## config.mk

```make
export PLATFORM = sky130hd
export DESIGN_NAME = pipe_hazard_ctrl
export DESIGN_NICKNAME = d
export VERILOG_FILES = /design/src/rtl/pipe_hazard_ctrl_pkg.sv /design/src/rtl/pipe_hazard_ctrl_detect.sv /design/src/rtl/pipe_hazard_ctrl.sv
export SDC_FILE = /design/constraint.sdc
export NUM_CORES = 1
export LEC_CHECK = 0
export BUFFER_PORTS_ARGS = -buffer_cell sky130_fd_sc_hd__buf_2
export CAP_MARGIN = 5
export CORE_AREA = 4 4 60 62
export DETAILED_ROUTE_END_ITERATION = 10
export DIE_AREA = 0 0 64 66
export GPL_ROUTABILITY_DRIVEN = 0
export HOLD_SLACK_MARGIN = 0.05
export SLEW_MARGIN = 5
export SYNTH_ARGS = -nofsm -noshare
export SYNTH_HDL_FRONTEND = slang
export SYNTH_HIERARCHICAL = 1
export SYNTH_SLANG_ARGS = --single-unit
```

## constraint.sdc

```tcl
create_clock -name clk -period 9.56 [get_ports clk]
set_input_delay 1.912 -clock clk [delete_from_list [all_inputs] [get_ports clk]]
set_output_delay 1.912 -clock clk [all_outputs]
set_load 0.02 [all_outputs]
```

## src/rtl/pipe_hazard_ctrl_pkg.sv

```systemverilog
// ============================================================================
// Module      : pipe_hazard_ctrl_pkg
// Description : Shared types and constants for the pipeline hazard controller:
//               FSM state encoding, bubble-count encoding, default widths.
// Revision    : 1.0 - initial release
// ============================================================================
`default_nettype none

package pipe_hazard_ctrl_pkg;

   localparam int RW_DEFAULT      = 5;
   localparam int MD_MAXW_DEFAULT = 6;

   // Controller sequencing states
   typedef enum logic [1:0] {
      RUN     = 2'd0,
      BUBBLE  = 2'd1,
      MD_WAIT = 2'd2
   } state_t;

   // Number of bubbles an ID-stage hazard needs
   localparam logic [1:0] BUBBLES_NONE = 2'd0;
   localparam logic [1:0] BUBBLES_ONE  = 2'd1;
   localparam logic [1:0] BUBBLES_TWO  = 2'd2;

endpackage

`default_nettype wire

```

## src/rtl/pipe_hazard_ctrl_detect.sv

```systemverilog
// ============================================================================
// Module      : hazard_detect
// Description : Combinational ID-stage hazard detector. Compares the ID source
//               registers with the EX/MEM destinations and reports how many
//               bubbles the instruction in ID needs (0, 1 or 2).
// Revision    : 1.0 - initial release
// ============================================================================
`default_nettype none

module hazard_detect
   import pipe_hazard_ctrl_pkg::*;
#(
   parameter int RW = RW_DEFAULT
) (
   input  logic [RW-1:0] id_rs,
   input  logic [RW-1:0] id_rt,
   input  logic          id_use_rs,
   input  logic          id_use_rt,
   input  logic          id_branch,
   input  logic [RW-1:0] ex_rd,
   input  logic          ex_regwrite,
   input  logic          ex_memread,
   input  logic [RW-1:0] mem_rd,
   input  logic          mem_memread,
   output logic [1:0]    bubbles
);

   logic ex_hit;
   logic mem_hit;

   // Register $0 is hard-wired, so it never creates a dependency
   assign ex_hit  = (id_use_rs && (id_rs != '0) && (id_rs == ex_rd)) ||
                    (id_use_rt && (id_rt != '0) && (id_rt == ex_rd));
   assign mem_hit = (id_use_rs && (id_rs != '0) && (id_rs == mem_rd)) ||
                    (id_use_rt && (id_rt != '0) && (id_rt == mem_rd));

   // Load-use dominates; a branch behind a load waits for the data to reach WB
   always_comb begin
      bubbles = BUBBLES_NONE;
      if (ex_memread && ex_hit) begin
         bubbles = id_branch ? BUBBLES_TWO : BUBBLES_ONE;
      end else if (id_branch && ex_regwrite && ex_hit) begin
         bubbles = BUBBLES_ONE;
      end else if (id_branch && mem_memread && mem_hit) begin
         bubbles = BUBBLES_ONE;
      end
   end

endmodule

`default_nettype wire

```

## src/rtl/pipe_hazard_ctrl.sv

```systemverilog
// ============================================================================
// Module      : pipe_hazard_ctrl
// Description : Hold/clear controller for a 5-stage pipeline. Sequences
//               load-use and branch-operand bubbles, multi-cycle mul/div waits
//               (with watchdog) and data-memory freezes.
//               Optional feature macro: HAZARD_PERF_EN adds saturating
//               stall / flush / freeze performance counters.
// Revision    : 1.0 - initial release
// ============================================================================
`default_nettype none

module pipe_hazard_ctrl
   import pipe_hazard_ctrl_pkg::*;
#(
   parameter int RW      = RW_DEFAULT,
   parameter int MD_MAXW = MD_MAXW_DEFAULT
) (
   input  logic          clk,
   input  logic          rst_n,
   input  logic [RW-1:0] id_rs,
   input  logic [RW-1:0] id_rt,
   input  logic          id_use_rs,
   input  logic          id_use_rt,
   input  logic          id_branch,
   input  logic          branch_taken,
   input  logic [RW-1:0] ex_rd,
   input  logic          ex_regwrite,
   input  logic          ex_memread,
   input  logic [RW-1:0] mem_rd,
   input  logic          mem_memread,
   input  logic          md_start,
   input  logic          md_done,
   input  logic          dmem_wait,
   output logic          pc_hold,
   output logic          ifid_hold,
   output logic          idex_hold,
   output logic          exmem_hold,
   output logic          memwb_hold,
   output logic          ifid_clear,
   output logic          idex_clear,
   output logic          exmem_clear,
   output logic          memwb_clear,
   output logic          md_timeout
`ifdef HAZARD_PERF_EN
   ,
   output logic [31:0]   perf_stall,
   output logic [31:0]   perf_flush,
   output logic [31:0]   perf_freeze
`endif
);

   // Last watchdog value before saturation; stepping past it times out
   localparam logic [MD_MAXW-1:0] WD_LAST = {{(MD_MAXW-1){1'b1}}, 1'b0};
   localparam logic [MD_MAXW-1:0] WD_ONE  = {{(MD_MAXW-1){1'b0}}, 1'b1};

   state_t             state, state_nx;
   logic [1:0]         cnt, cnt_nx;
   logic [MD_MAXW-1:0] wd, wd_nx;
   logic [1:0]         bubbles;
   logic               timeout_set;
   logic               stall;
   logic               flush;

   hazard_detect #(
      .RW (RW)
   ) u_detect (
      .id_rs       (id_rs),
      .id_rt       (id_rt),
      .id_use_rs   (id_use_rs),
      .id_use_rt   (id_use_rt),
      .id_branch   (id_branch),
      .ex_rd       (ex_rd),
      .ex_regwrite (ex_regwrite),
      .ex_memread  (ex_memread),
      .mem_rd      (mem_rd),
      .mem_memread (mem_memread),
      .bubbles     (bubbles)
   );

   // Next-state and hold/clear decode; dmem_wait freezes everything
   always_comb begin
      state_nx    = state;
      cnt_nx      = cnt;
      wd_nx       = wd;
      timeout_set = 1'b0;
      stall       = 1'b0;
      flush       = 1'b0;
      pc_hold     = 1'b0;
      ifid_hold   = 1'b0;
      idex_hold   = 1'b0;
      exmem_hold  = 1'b0;
      memwb_hold  = 1'b0;
      ifid_clear  = 1'b0;
      idex_clear  = 1'b0;
      exmem_clear = 1'b0;
      memwb_clear = 1'b0;

      if (dmem_wait) begin
         pc_hold    = 1'b1;
         ifid_hold  = 1'b1;
         idex_hold  = 1'b1;
         exmem_hold = 1'b1;
         memwb_hold = 1'b1;
      end else begin
         case (state)
            RUN: begin
               if (bubbles != BUBBLES_NONE) begin
                  stall  = 1'b1;
                  cnt_nx = bubbles - 2'd1;
                  if (bubbles == BUBBLES_TWO) begin
                     state_nx = BUBBLE;
                  end
               end else if (branch_taken) begin
                  flush = 1'b1;
               end
               // A mul/div issue takes over regardless of any bubble need
               if (md_start) begin
                  state_nx = MD_WAIT;
                  wd_nx    = '0;
               end
            end
            BUBBLE: begin
               stall = 1'b1;
               if (cnt > 2'd1) begin
                  cnt_nx = cnt - 2'd1;
               end else begin
                  cnt_nx   = 2'd0;
                  state_nx = RUN;
               end
            end
            MD_WAIT: begin
               pc_hold     = 1'b1;
               ifid_hold   = 1'b1;
               idex_hold   = 1'b1;
               exmem_clear = 1'b1;
               if (md_done) begin
                  state_nx = RUN;
                  wd_nx    = '0;
               end else if (wd == WD_LAST) begin
                  wd_nx       = wd + WD_ONE;
                  timeout_set = 1'b1;
                  state_nx    = RUN;
               end else begin
                  wd_nx = wd + WD_ONE;
               end
            end
            default: begin
               state_nx = RUN;
            end
         endcase

         if (stall) begin
            pc_hold    = 1'b1;
            ifid_hold  = 1'b1;
            idex_clear = 1'b1;
         end
         if (flush) begin
            ifid_clear = 1'b1;
         end
      end

      // Reset flushes every pipeline register immediately
      if (!rst_n) begin
         pc_hold     = 1'b0;
         ifid_hold   = 1'b0;
         idex_hold   = 1'b0;
         exmem_hold  = 1'b0;
         memwb_hold  = 1'b0;
         ifid_clear  = 1'b1;
         idex_clear  = 1'b1;
         exmem_clear = 1'b1;
         memwb_clear = 1'b1;
      end
   end

   // State, bubble counter, watchdog and sticky timeout flag
   always_ff @(posedge clk or negedge rst_n) begin
      if (!rst_n) begin
         state      <= RUN;
         cnt        <= 2'd0;
         wd         <= '0;
         md_timeout <= 1'b0;
      end else begin
         state <= state_nx;
         cnt   <= cnt_nx;
         wd    <= wd_nx;
         if (timeout_set) begin
            md_timeout <= 1'b1;
         end
      end
   end

`ifdef HAZARD_PERF_EN
   // Saturating event counters for stall, flush and freeze cycles
   always_ff @(posedge clk or negedge rst_n) begin
      if (!rst_n) begin
         perf_stall  <= 32'd0;
         perf_flush  <= 32'd0;
         perf_freeze <= 32'd0;
      end else begin
         if (stall && (perf_stall != 32'hFFFF_FFFF)) begin
            perf_stall <= perf_stall + 32'd1;
         end
         if (flush && (perf_flush != 32'hFFFF_FFFF)) begin
            perf_flush <= perf_flush + 32'd1;
         end
         if (dmem_wait && (perf_freeze != 32'hFFFF_FFFF)) begin
            perf_freeze <= perf_freeze + 32'd1;
         end
      end
   end
`endif

endmodule

`default_nettype wire

```

# Word-level counts from Yosys, hierarchy flattened

Index checks and enable logic that the tools add are counted.

Add/subtract/negate cells: 3
Multipliers: 0
Div/mod/pow operators: 0
$lt $le $gt $ge: 1
Equal/unequal tests: 14
Shift operators: 0
Muxes and demuxes: 45
Bitwise gates (word level): 1
Reduce and logical (&&, ||, !) cells: 22

Operators by type and width:

| operator                                                                        | number |
|---|---|
| 1-bit two-way mux                                                               | 28 |
| 2-bit two-way mux                                                               | 11 |
| 5-bit equality test                                                             | 4 |
| 6-bit two-way mux                                                               | 2 |
| 6-bit one-hot mux with 2 select lines                                           | 1 |
| 1-bit logical AND                                                               | 11 |
| 5-bit nonzero test                                                              | 2 |
| 3-bit != test, second input constant                                            | 3 |
| 6-bit by 1-bit adder with 6-bit output, second input constant                   | 1 |
| 6-bit equality test, second input constant                                      | 1 |
| 2-bit != test, second input constant                                            | 3 |
| 2-bit one-hot mux with 3 select lines                                           | 1 |
| 3-bit AND reduction                                                             | 2 |
| 2-bit nonzero test                                                              | 3 |
| 5-bit AND reduction                                                             | 1 |
| 2-bit equality test, second input constant                                      | 2 |
| 2-bit one-hot mux with 2 select lines                                           | 1 |
| 2-bit by 1-bit subtractor with 2-bit output, second input constant              | 2 |
| 2-bit by 1-bit equality test with 1-bit output, second input constant           | 1 |
| 2-bit by 1-bit greater-than comparator with 1-bit output, second input constant | 1 |
| 2-bit zero test                                                                 | 1 |
| 1-bit logical OR                                                                | 2 |
| 1-bit one-hot mux with 2 select lines                                           | 1 |
| 1-bit NOT                                                                       | 1 |

Flip-flop bits (word level): 11
Latch bits: 0
Memory bits (writable): 0
Memory bits (read-only): 0
Input bits: 32
Output and inout bits: 10
Memories: 0

# Depth between registers and ports, before layout

Gate-level depths: netlist of run 1.

Depth in word-level cells: 15
Depth in mapped cells: 12
Mapped depth without buffers: 11

# By module

Netlist of run 1, hierarchy kept.

By module, submodules not included:

| module           | instances | cells an instance | area an instance (µm²) |
|---|---|---|---|
| pipe_hazard_ctrl | 1         | 78                | 733.2 |
| hazard_detect    | 1         | 40                | 294.0 |

# Least setup slack after synthesis of run 1

Ideal clock, no wire load.

Path type: input-to-output
Start point: in id_rt[1]
End point: out pc_hold
Data arrival time: 4.132 ns
Required time: 7.648 ns
Slack: 3.516 ns
Stages: 11
Path through: or4_1 o21ai_1 o22ai_1 or3b_1 o311ai_1 inv_1 ha_1 nor2b_1 mux2i_1 o21a_1 buf_4

Cells in the longest elaborated chain, start to end: 15

RTL lines:

| what                                    | line                                                         | text |
|---|---|---|
| start: declaration                      | pipe_hazard_ctrl.sv:21                                       | `input logic [RW-1:0] id_rt,` |
| 5-bit nonzero test                      | pipe_hazard_ctrl_detect.sv:33, pipe_hazard_ctrl_detect.sv:35 |  |
| 1-bit logical AND                       | pipe_hazard_ctrl_detect.sv:33, pipe_hazard_ctrl_detect.sv:35 |  |
| 1-bit logical AND                       | pipe_hazard_ctrl_detect.sv:35                                | `(id_use_rt && (id_rt != '0) && (id_rt == mem_rd));` |
| 1-bit logical OR                        | pipe_hazard_ctrl_detect.sv:34                                | `assign mem_hit = (id_use_rs && (id_rs != '0) && (id_rs == mem_rd)) \|\|` |
| 1-bit logical AND                       | pipe_hazard_ctrl_detect.sv:44                                | `end else if (id_branch && mem_memread && mem_hit) begin` |
| 1-bit two-way mux                       | pipe_hazard_ctrl_detect.sv:44                                |  |
| 2-bit two-way mux                       | pipe_hazard_ctrl_detect.sv:42                                | `end else if (id_branch && ex_regwrite && ex_hit) begin` |
| 2-bit two-way mux *                     | pipe_hazard_ctrl_detect.sv:40                                | `if (ex_memread && ex_hit) begin` |
| named net bubbles[0]                    | pipe_hazard_ctrl.sv:59                                       | `logic [1:0] bubbles;` |
| 2-bit nonzero test *                    | pipe_hazard_ctrl.sv:107                                      | `if (bubbles != BUBBLES_NONE) begin` |
| 1-bit two-way mux *                     | pipe_hazard_ctrl.sv:107                                      |  |
| 1-bit one-hot mux with 2 select lines * | pipe_hazard_ctrl.sv:105                                      | `case (state)` |
| 1-bit two-way mux *                     | pipe_hazard_ctrl.sv:98                                       | `if (dmem_wait) begin` |
| 1-bit two-way mux * (3 in a row)        | --                                                           |  |
| end: declaration                        | pipe_hazard_ctrl.sv:34                                       | `output logic pc_hold,` |

The timed path passes the listed nets; every way through them passes the cells marked *. The select of a mux whose other input is x is not followed.

# Worst setup path after layout of run 1

Start point: in id_rt[1]
End point: out idex_clear

Cells in the longest elaborated chain, start to end: 15

RTL lines:

| what                                    | line                                                         | text |
|---|---|---|
| 5-bit nonzero test                      | pipe_hazard_ctrl_detect.sv:33, pipe_hazard_ctrl_detect.sv:35 |  |
| 1-bit logical AND                       | pipe_hazard_ctrl_detect.sv:33, pipe_hazard_ctrl_detect.sv:35 |  |
| 1-bit logical AND                       | pipe_hazard_ctrl_detect.sv:35                                |  |
| 1-bit logical OR                        | pipe_hazard_ctrl_detect.sv:34                                |  |
| 1-bit logical AND                       | pipe_hazard_ctrl_detect.sv:44                                |  |
| 1-bit two-way mux                       | pipe_hazard_ctrl_detect.sv:44                                |  |
| 2-bit two-way mux                       | pipe_hazard_ctrl_detect.sv:42                                |  |
| 2-bit two-way mux *                     | pipe_hazard_ctrl_detect.sv:40                                |  |
| named net bubbles[0]                    | pipe_hazard_ctrl.sv:59                                       |  |
| 2-bit nonzero test *                    | pipe_hazard_ctrl.sv:107                                      |  |
| 1-bit two-way mux *                     | pipe_hazard_ctrl.sv:107                                      |  |
| 1-bit one-hot mux with 2 select lines * | pipe_hazard_ctrl.sv:105                                      |  |
| 1-bit two-way mux *                     | pipe_hazard_ctrl.sv:98                                       |  |
| 1-bit two-way mux *                     | pipe_hazard_ctrl.sv:152                                      | `if (stall) begin` |
| 1-bit two-way mux *                     | pipe_hazard_ctrl.sv:98                                       |  |
| 1-bit two-way mux *                     | pipe_hazard_ctrl.sv:163                                      | `if (!rst_n) begin` |
| end: declaration                        | pipe_hazard_ctrl.sv:40                                       | `output logic idex_clear,` |

Marked as above.

==> results.cfg, run 1 <==
[outcome]
status = finished, final reports clean

[logic_synthesis]
avgSynthCellArea_um2 = 8.705
synth_nets = 154
syn_inst = 118
synth_cell_types = 43
syn_area_mm2 = 0.001027
yosys_warnings = 6
ys_seq_area_share_pct = 26.80
ys_ff_latch = 11

[drt]
wl_per_cell_um = 12.38
via_per_inst = 4.990
first_iter_violations = 81
num_vias = 1008
drtPass1Iterations = 4
drc = 0
ant_nets = 0
drt_wl_total_um = 2500

[setup_path]
ff2ff_path_depth = 3
rrSetupSlack_ps = 7910
critPathMaxFanout = 4
rr_startpoint = state[1]
crit_chain = buf_2 -> or4_1 -> o21ai_1 -> o22ai_1 -> or3b_1 -> o311ai_1 -> inv_1 -> ha_1 -> nor2b_1 -> or3_1 -> nand2_1 -> buf_2
cp_top_family = simple AND/OR/NAND/NOR gates
arrival_ps = 4470
slowest_stage = or4_1
reg2reg_to = wd[5]
start_kind = input port
cp_data_required_time_ps = 7650
cp_slowest_stage_delay_ps = 520
cp-end-kind = output port
critical_path_class = input port to output port
path_buf_inv = 3
cpMostUsedCell = buf_2

[timing]
fmax_mhz = 156.8
hold_ws_ps = 466.2
fin_worst_skew_ps = 0.7397
tightestPinTransition_ps = 708.2
tns_ps = 0
finalHoldViolations = 0
drv_slew = 0
fin_crit_ps = 6379
grt_setup_unrepaired = false
fin_crit_sh_pct = 66.72
setup_violations = 0
slew_headroom_pct = 52.12

[placed_design]
placedCellCount = 198
placed_area_mm2 = 0.001259
portBuffers = 41
dp_hpwl_um = 2074

[worst_hold_path]
min_delay_path_depth = 2
holdPathEnd = md_timeout
hp-start = md_timeout
min_path_type = flip-flop to flip-flop

[clock_network]
postCtsHoldBufs = 0
cts_tree = done
ctsResizeCount = 0
path_clk_slew_ps = 70
cts_sinks = 11
cts_htree_levels = 1
clock_latency_ps = 260
clockBufferDepth = 2
ctsRootBufferMaster = clkbuf_4
cts_buffers = 3
cts_setup_buffers = 0

[cells_and_area]
area_delta_synth_final_pct = 25.09
nets = 195
antenna_cells = 0
fin_util_pct = 42.44
drive_above_1_share_pct = 31.65
finalInstanceArea_mm2 = 0.001285
n_fill_cell = 309
fin_cells = 202

[power_and_ir_drop]
p_leak_nw = 0.5924
p_per_area_mw_per_mm2 = 111.0
irDropWorstVdd_mv = 0.03656

[floorplan]
core-area_mm2 = 0.003028
start_util_pct = 33.93
die_y_um = 66
die-area_mm2 = 0.004224
die_x_um = 64
num_rows = 20
ios = 42

[global_routing]
grt-ovfl-total = 0
grt_pass1_vias = 1047
antenna_found_initial = 0
track_usage_pct = 12.64
grt_pass1_wl_um = 4298
grt_max_degree = 17

[run]
drv_cap = 0
[worst reg2reg max path, cell delays in order (launching register included)]
cell and delay, ps:
dfrtp_1 620, nor4b_1 650, o211a_1 250, a211o_1 90
[where the power goes]
group          internal (W)  switching, W  total [W]
clock             0.0000161     0.0000163  0.0000324
sequential        0.0000533    0.00000970  0.0000630
combinational     0.0000226     0.0000246  0.0000472
[registers in the layout, summed over array words and instances, names as in the netlist]
signal,count
wd,6
cnt,2
state,2
md_timeout,1
[layout by cell type, fill, tap and decap left out, drive strengths merged]
master / netlist / routed
o311ai: 1 / 1
and2: 1 / 1
and3: 1 / 1
o22ai: 2 / 2
nor2b: 4 / 4
or4b: 1 / 1
clkbuf: 1 / 4
nand3: 8 / 8
dfrtp: 11 / 11
a2111oi: 1 / 1
buf: 4 / 41
mux2: 1 / 1
or3: 1 / 1
or2: 1 / 1
o21ai: 7 / 7
xor2: 14 / 14
a21oi: 1 / 1
mux2i: 2 / 2
o211a: 1 / 1
o221ai: 1 / 1
or4: 2 / 2
nor4b: 2 / 2
o31ai: 1 / 1
a31o: 1 / 1
o21a: 1 / 1
o32ai: 1 / 1
or3b: 1 / 1
o211ai: 1 / 1
a22oi: 1 / 1
a22o: 3 / 3
o2bb2ai: 1 / 1
xnor2: 8 / 8
a211o: 1 / 1
ha: 4 / 4
nor3: 3 / 3
nand4bb: 1 / 1
nor4: 3 / 3
nor2: 4 / 4
inv: 8 / 8
nand2: 7 / 7
[per-stage QoR]
step	worst slack [ps]	power [W]
floorplan	3516	0.00009206
global placement	3239	0.0001103
detailed placement	3161	0.0001114
CTS	3157	0.0001445
global route	2957	0.0001534
finish	3181	0.0001426
[cell type report]
cell class              instances  area (µm²)  area share (%)
repair buffers                 41       205.2           15.97
well taps                      44       55.05           4.284
clock buffers                   4       26.28           2.045
flip-flops and latches         11       275.3           21.42
inverters                       8       30.03           2.337
multi-input cells              94       693.2           53.94
[Yosys cell counts]
library cell / instances / area (µm²)
o32ai_1: 1 / 8.760
o311ai_1: 1 / 8.760
o2bb2ai_1: 1 / 8.760
and3_2: 1 / 7.510
o211a_1: 1 / 10.01
or4b_4: 1 / 13.76
nand2_1: 7 / 26.28
o211ai_1: 1 / 7.510
and2_1: 1 / 6.260
nor4_1: 2 / 12.51
or3b_1: 1 / 8.760
nor2b_1: 4 / 25.02
o221ai_1: 1 / 8.760
a21oi_1: 1 / 5.000
a31o_2: 1 / 8.760
o21ai_0: 5 / 25.02
mux2i_1: 2 / 20.02
clkbuf_1: 1 / 3.750
inv_1: 8 / 30.03
buf_4: 2 / 15.01
nor3_1: 3 / 15.01
or2_2: 1 / 6.260
nor2_1: 4 / 15.01
o21a_1: 1 / 7.510
nor4b_1: 2 / 17.52
a211o_1: 1 / 8.760
xnor2_1: 8 / 70.07
dfrtp_1: 11 / 275.3
a22o_1: 3 / 26.28
buf_2: 2 / 10.01
or3_1: 1 / 6.260
nand3_1: 8 / 40.04
ha_1: 4 / 50.05
mux2_2: 1 / 11.26
xor2_1: 14 / 122.6
o21ai_1: 2 / 10.01
o22ai_1: 2 / 12.51
nor4_2: 1 / 12.51
or4_1: 2 / 15.01
a2111oi_0: 1 / 8.760
o31ai_1: 1 / 7.510
nand4bb_1: 1 / 11.26
a22oi_1: 1 / 7.510
[per-layer routing]
metal	up-vias	global-route usage [%]	wire, µm
li1	510	-	-
met1	466	13.40	1081
met2	32	23.48	1255
met3	0	2.211	162
met4	0	7.008	0
met5	-	0	0
[worst max path at each step]
stage | start | cells after the start | to | slack, ps
after global placement | id_rt[1] | 12 | idex_clear | 3240
after CTS | id_rt[1] | 12 | idex_clear | 3160
after floorplan | id_rt[1] | 11 | pc_hold | 3520
after global routing | id_rs[1] | 13 | idex_clear | 2960
after detailed placement | id_rt[1] | 12 | idex_clear | 3160
final | id_rt[1] | 12 | idex_clear | 3180
[cells by family after synthesis]
group	share of synthesized area, %
AO/OA/AOI/OAI	17.54
XOR/XNOR	18.76
adder cells (fa/ha/maj)	4.872
buffers and inverters	5.724
flip-flops	26.80
multiplexers	3.045
AND/OR/NAND/NOR	23.26
Power figures use the tool's default switching activity.
==> run 2, diff against run 1 <==
--- a/config.mk
+++ b/config.mk
@@ -5,11 +5,12 @@
 export SDC_FILE = /design/constraint.sdc
 export NUM_CORES = 1
 export LEC_CHECK = 0
+export ABC_AREA = 1
 export BUFFER_PORTS_ARGS = -buffer_cell sky130_fd_sc_hd__buf_2
 export CAP_MARGIN = 5
-export CORE_AREA = 4 4 60 62
+export CORE_AREA = 4 4 61 63
 export DETAILED_ROUTE_END_ITERATION = 10
-export DIE_AREA = 0 0 64 66
+export DIE_AREA = 0 0 65 67
 export GPL_ROUTABILITY_DRIVEN = 0
 export HOLD_SLACK_MARGIN = 0.05
 export SLEW_MARGIN = 5
==> constraint.sdc (replaced) <==
create_clock -name clk -period 6.6 [get_ports clk]
set_input_delay 1.32 -clock clk [delete_from_list [all_inputs] [get_ports clk]]
set_output_delay 1.32 -clock clk [all_outputs]
set_load 0.02 [all_outputs]
==> run 2 against run 1 <==
  * Register-to-register slack worse by 2500 ps
  * Global-route usage is 1.2 points lower
  * Worst setup slack worse by 890 ps
  * Clock skew is 7.4 ps higher
  * Combinational power grew to 3.2 times the previous value
  * Clock-buffer cell count stayed put
  * Critical path depth is 2 higher
  * Final cell count is 26% higher
  * Via count is 8.1% higher
  * Total power is 110% higher
  * Worst hold slack better by 4.0 ps
  * Critical endpoint is now pc_hold
  * Largest cell class unchanged
==> results.cfg, run 2 <==
[cells_and_area]
drive_above_1_share_pct = 26.79
finalInstanceArea_mm2 = 0.001363
nets = 246
top_regs = wd: 6 flops, cnt: 2 flops, state: 2 flops
antenna_cells = 0
regMostFlops = wd
mostFrequentLayoutCell = nand2_1
final_cell_mix = 50 x nand2_1, 41 x buf_2, 20 x nor2_1, 19 x inv_1
area_delta_synth_final_pct = 25.17
largest_reg_flops = 6

[clock_network]
ctsResizeCount = 0
cts_sinks = 11
postCtsHoldBufs = 0
ctsRootBufferMaster = clkbuf_4
clockBufferDepth = 2
clock_latency_ps = 270
path_clk_slew_ps = 60
cts_buffers = 3
cts_htree_levels = 1
cts_tree = done
cts_setup_buffers = 0

[placed_design]
dp_hpwl_um = 2024
placed_area_mm2 = 0.001336
portBuffers = 41

[floorplan]
die_y_um = 67
die_x_um = 65
num_rows = 21
ios = 42
die-area_mm2 = 0.004355
start_util_pct = 33.68
core-area_mm2 = 0.003232

[global_routing]
grt_pass1_wl_um = 3939
antenna_found_initial = 0
grt_max_degree = 17
grt-ovfl-total = 0
track_usage_pct = 11.48
grt_pass1_vias = 980

[logic_synthesis]
ys.flop_type = dfrtp_1
synthTopCellsByArea = dfrtp_1 25%, nand2_1 17%, xnor2_1 8.0%
yosys_warnings = 6
synthArstFlopShare_pct = 100.0
synth_area_leader_cell = dfrtp_1
yosysMostFrequentCell = nand2_1
avgSynthCellArea_um2 = 6.557
syn_area_mm2 = 0.001089
synth_cell_types = 24
syn_inst = 166
ys_ff_latch = 11
ys_seq_area_share_pct = 25.29
netlist.area_leader.share_pct = 25.29
synthTopCellsByCount = 50 x nand2_1, 20 x nor2_1, 19 x inv_1
synth_enable_flop_cells = 0
synth_nets = 202

[timing]
grt_setup_unrepaired = false
hold_ws_ps = 470.2
drv_slew = 0
fin_crit_ps = 4304
fmax_mhz = 232.4
slew_headroom_pct = 78.35
finalHoldViolations = 0
setup_violations = 0
tightestPinTransition_ps = 324.8
fin_worst_skew_ps = 8.101
fin_crit_sh_pct = 65.21
tns_ps = 0

[setup_path]
critPathMaxFanout = 5
arrival_ps = 2980
critical_path_class = input port to output port
cp-end-kind = output port
start_kind = input port
cp_data_required_time_ps = 5280

[power_and_ir_drop]
p_seq_share_pct = 34.4
internal_power_w = 0.0001631
irDropWorstVdd_mv = 0.08049
finalPower_w = 0.0002977
switchingPower_w = 0.0001347
clockPowerShare_pct = 15.4
p_per_area_mw_per_mm2 = 218.5
p_leak_nw = 0.7414
p_comb_share_pct = 50.2
p_sw_share_pct = 45.23

[run]
drv_cap = 0

[drt]
wl_per_cell_um = 9.302
first_iter_violations = 32
ant_nets = 0
drt_wl_total_um = 2372
via_per_inst = 4.275
num_vias = 1090
drc = 0
drtPass1Iterations = 4

[outcome]
status = finished, final reports clean

[worst_hold_path]
min_path_type = flip-flop to flip-flop
run 2: changes by cell type after synthesis, sizes merged, moves of 4 or more:
cell,previous run,this run
o21ai,7,11
xor2,14,10
nor2b,4,0
nor2,4,22
nand2,7,53
inv,8,21
run 2: layout make-up:
type,count,area [µm²]
flip-flops and latches,11,275.3
inverters,22,83.83
multi-input cells,131,714.4
fillers,347,1869
repair buffers,41,205.2
well taps,46,57.56
clock buffers,4,26.28
run 2: final timing paths:
kind / depth (start not counted) / end / slack [ps] / startpoint
worst max-delay path: 14 / pc_hold / 2300 / id_rt[3]
worst min register to register: 1 / md_timeout / 470 / md_timeout
worst min-delay path: 1 / md_timeout / 470 / md_timeout
min in group asynchronous: 1 / state[1] / 930 / rst_n
worst max register to register: 6 / wd[4] / 5410 / state[1]
max in group asynchronous: 1 / md_timeout / 5420 / rst_n
run 2: kinds of logic after synthesis:
kind of cell	count (synthesis)	share of synthesized area [%]
AND/OR/NAND/NOR	89	34.60
buffers and inverters	24	9.080
adder cells (fa/ha/maj)	4	4.598
flip-flops	11	25.29
AO/OA/AOI/OAI	18	10.35
XOR/XNOR	20	16.09
run 2: worst max-delay path, cell delays in order:
cell     delay, ps
buf_2          120
xnor2_1        160
nand2_1         70
nor2_1         110
nand2_1         80
nand2_1         70
nand2_1         60
a21oi_2        150
inv_1           70
ha_1           200
nand2_1         90
nand2_1        110
a31oi_1        170
buf_2          190
run 2: metrics by stage:
stage	worst slack [ps]	util, %	instances
floorplan	2283	-	166
global route	2082	42.16	255
CTS	2254	42.16	255
global placement	2340	41.35	251
detailed placement	2252	41.35	251
finish	2296	42.16	255
run 2: layer usage:
layer,track usage (%),wire [µm],vias to the layer above
met2,17.50,989,40
met4,3.958,34,0
met3,2.698,172,4
met1,15.72,1175,447
met5,0,0,-
li1,-,-,599
run 2: power groups by stage:
stage / registers (W) / clock network (W) / logic [W]
6_report: 0.000102 / 0.0000458 / 0.000150
5_1_grt: 0.000105 / 0.0000528 / 0.000171
4_1_cts: 0.000102 / 0.0000490 / 0.000152
3_5_place_dp: 0.000103 / 0 / 0.000151
3_3_place_gp: 0.000105 / 0 / 0.000152
2_1_floorplan: 0.0000998 / 0 / 0.000111
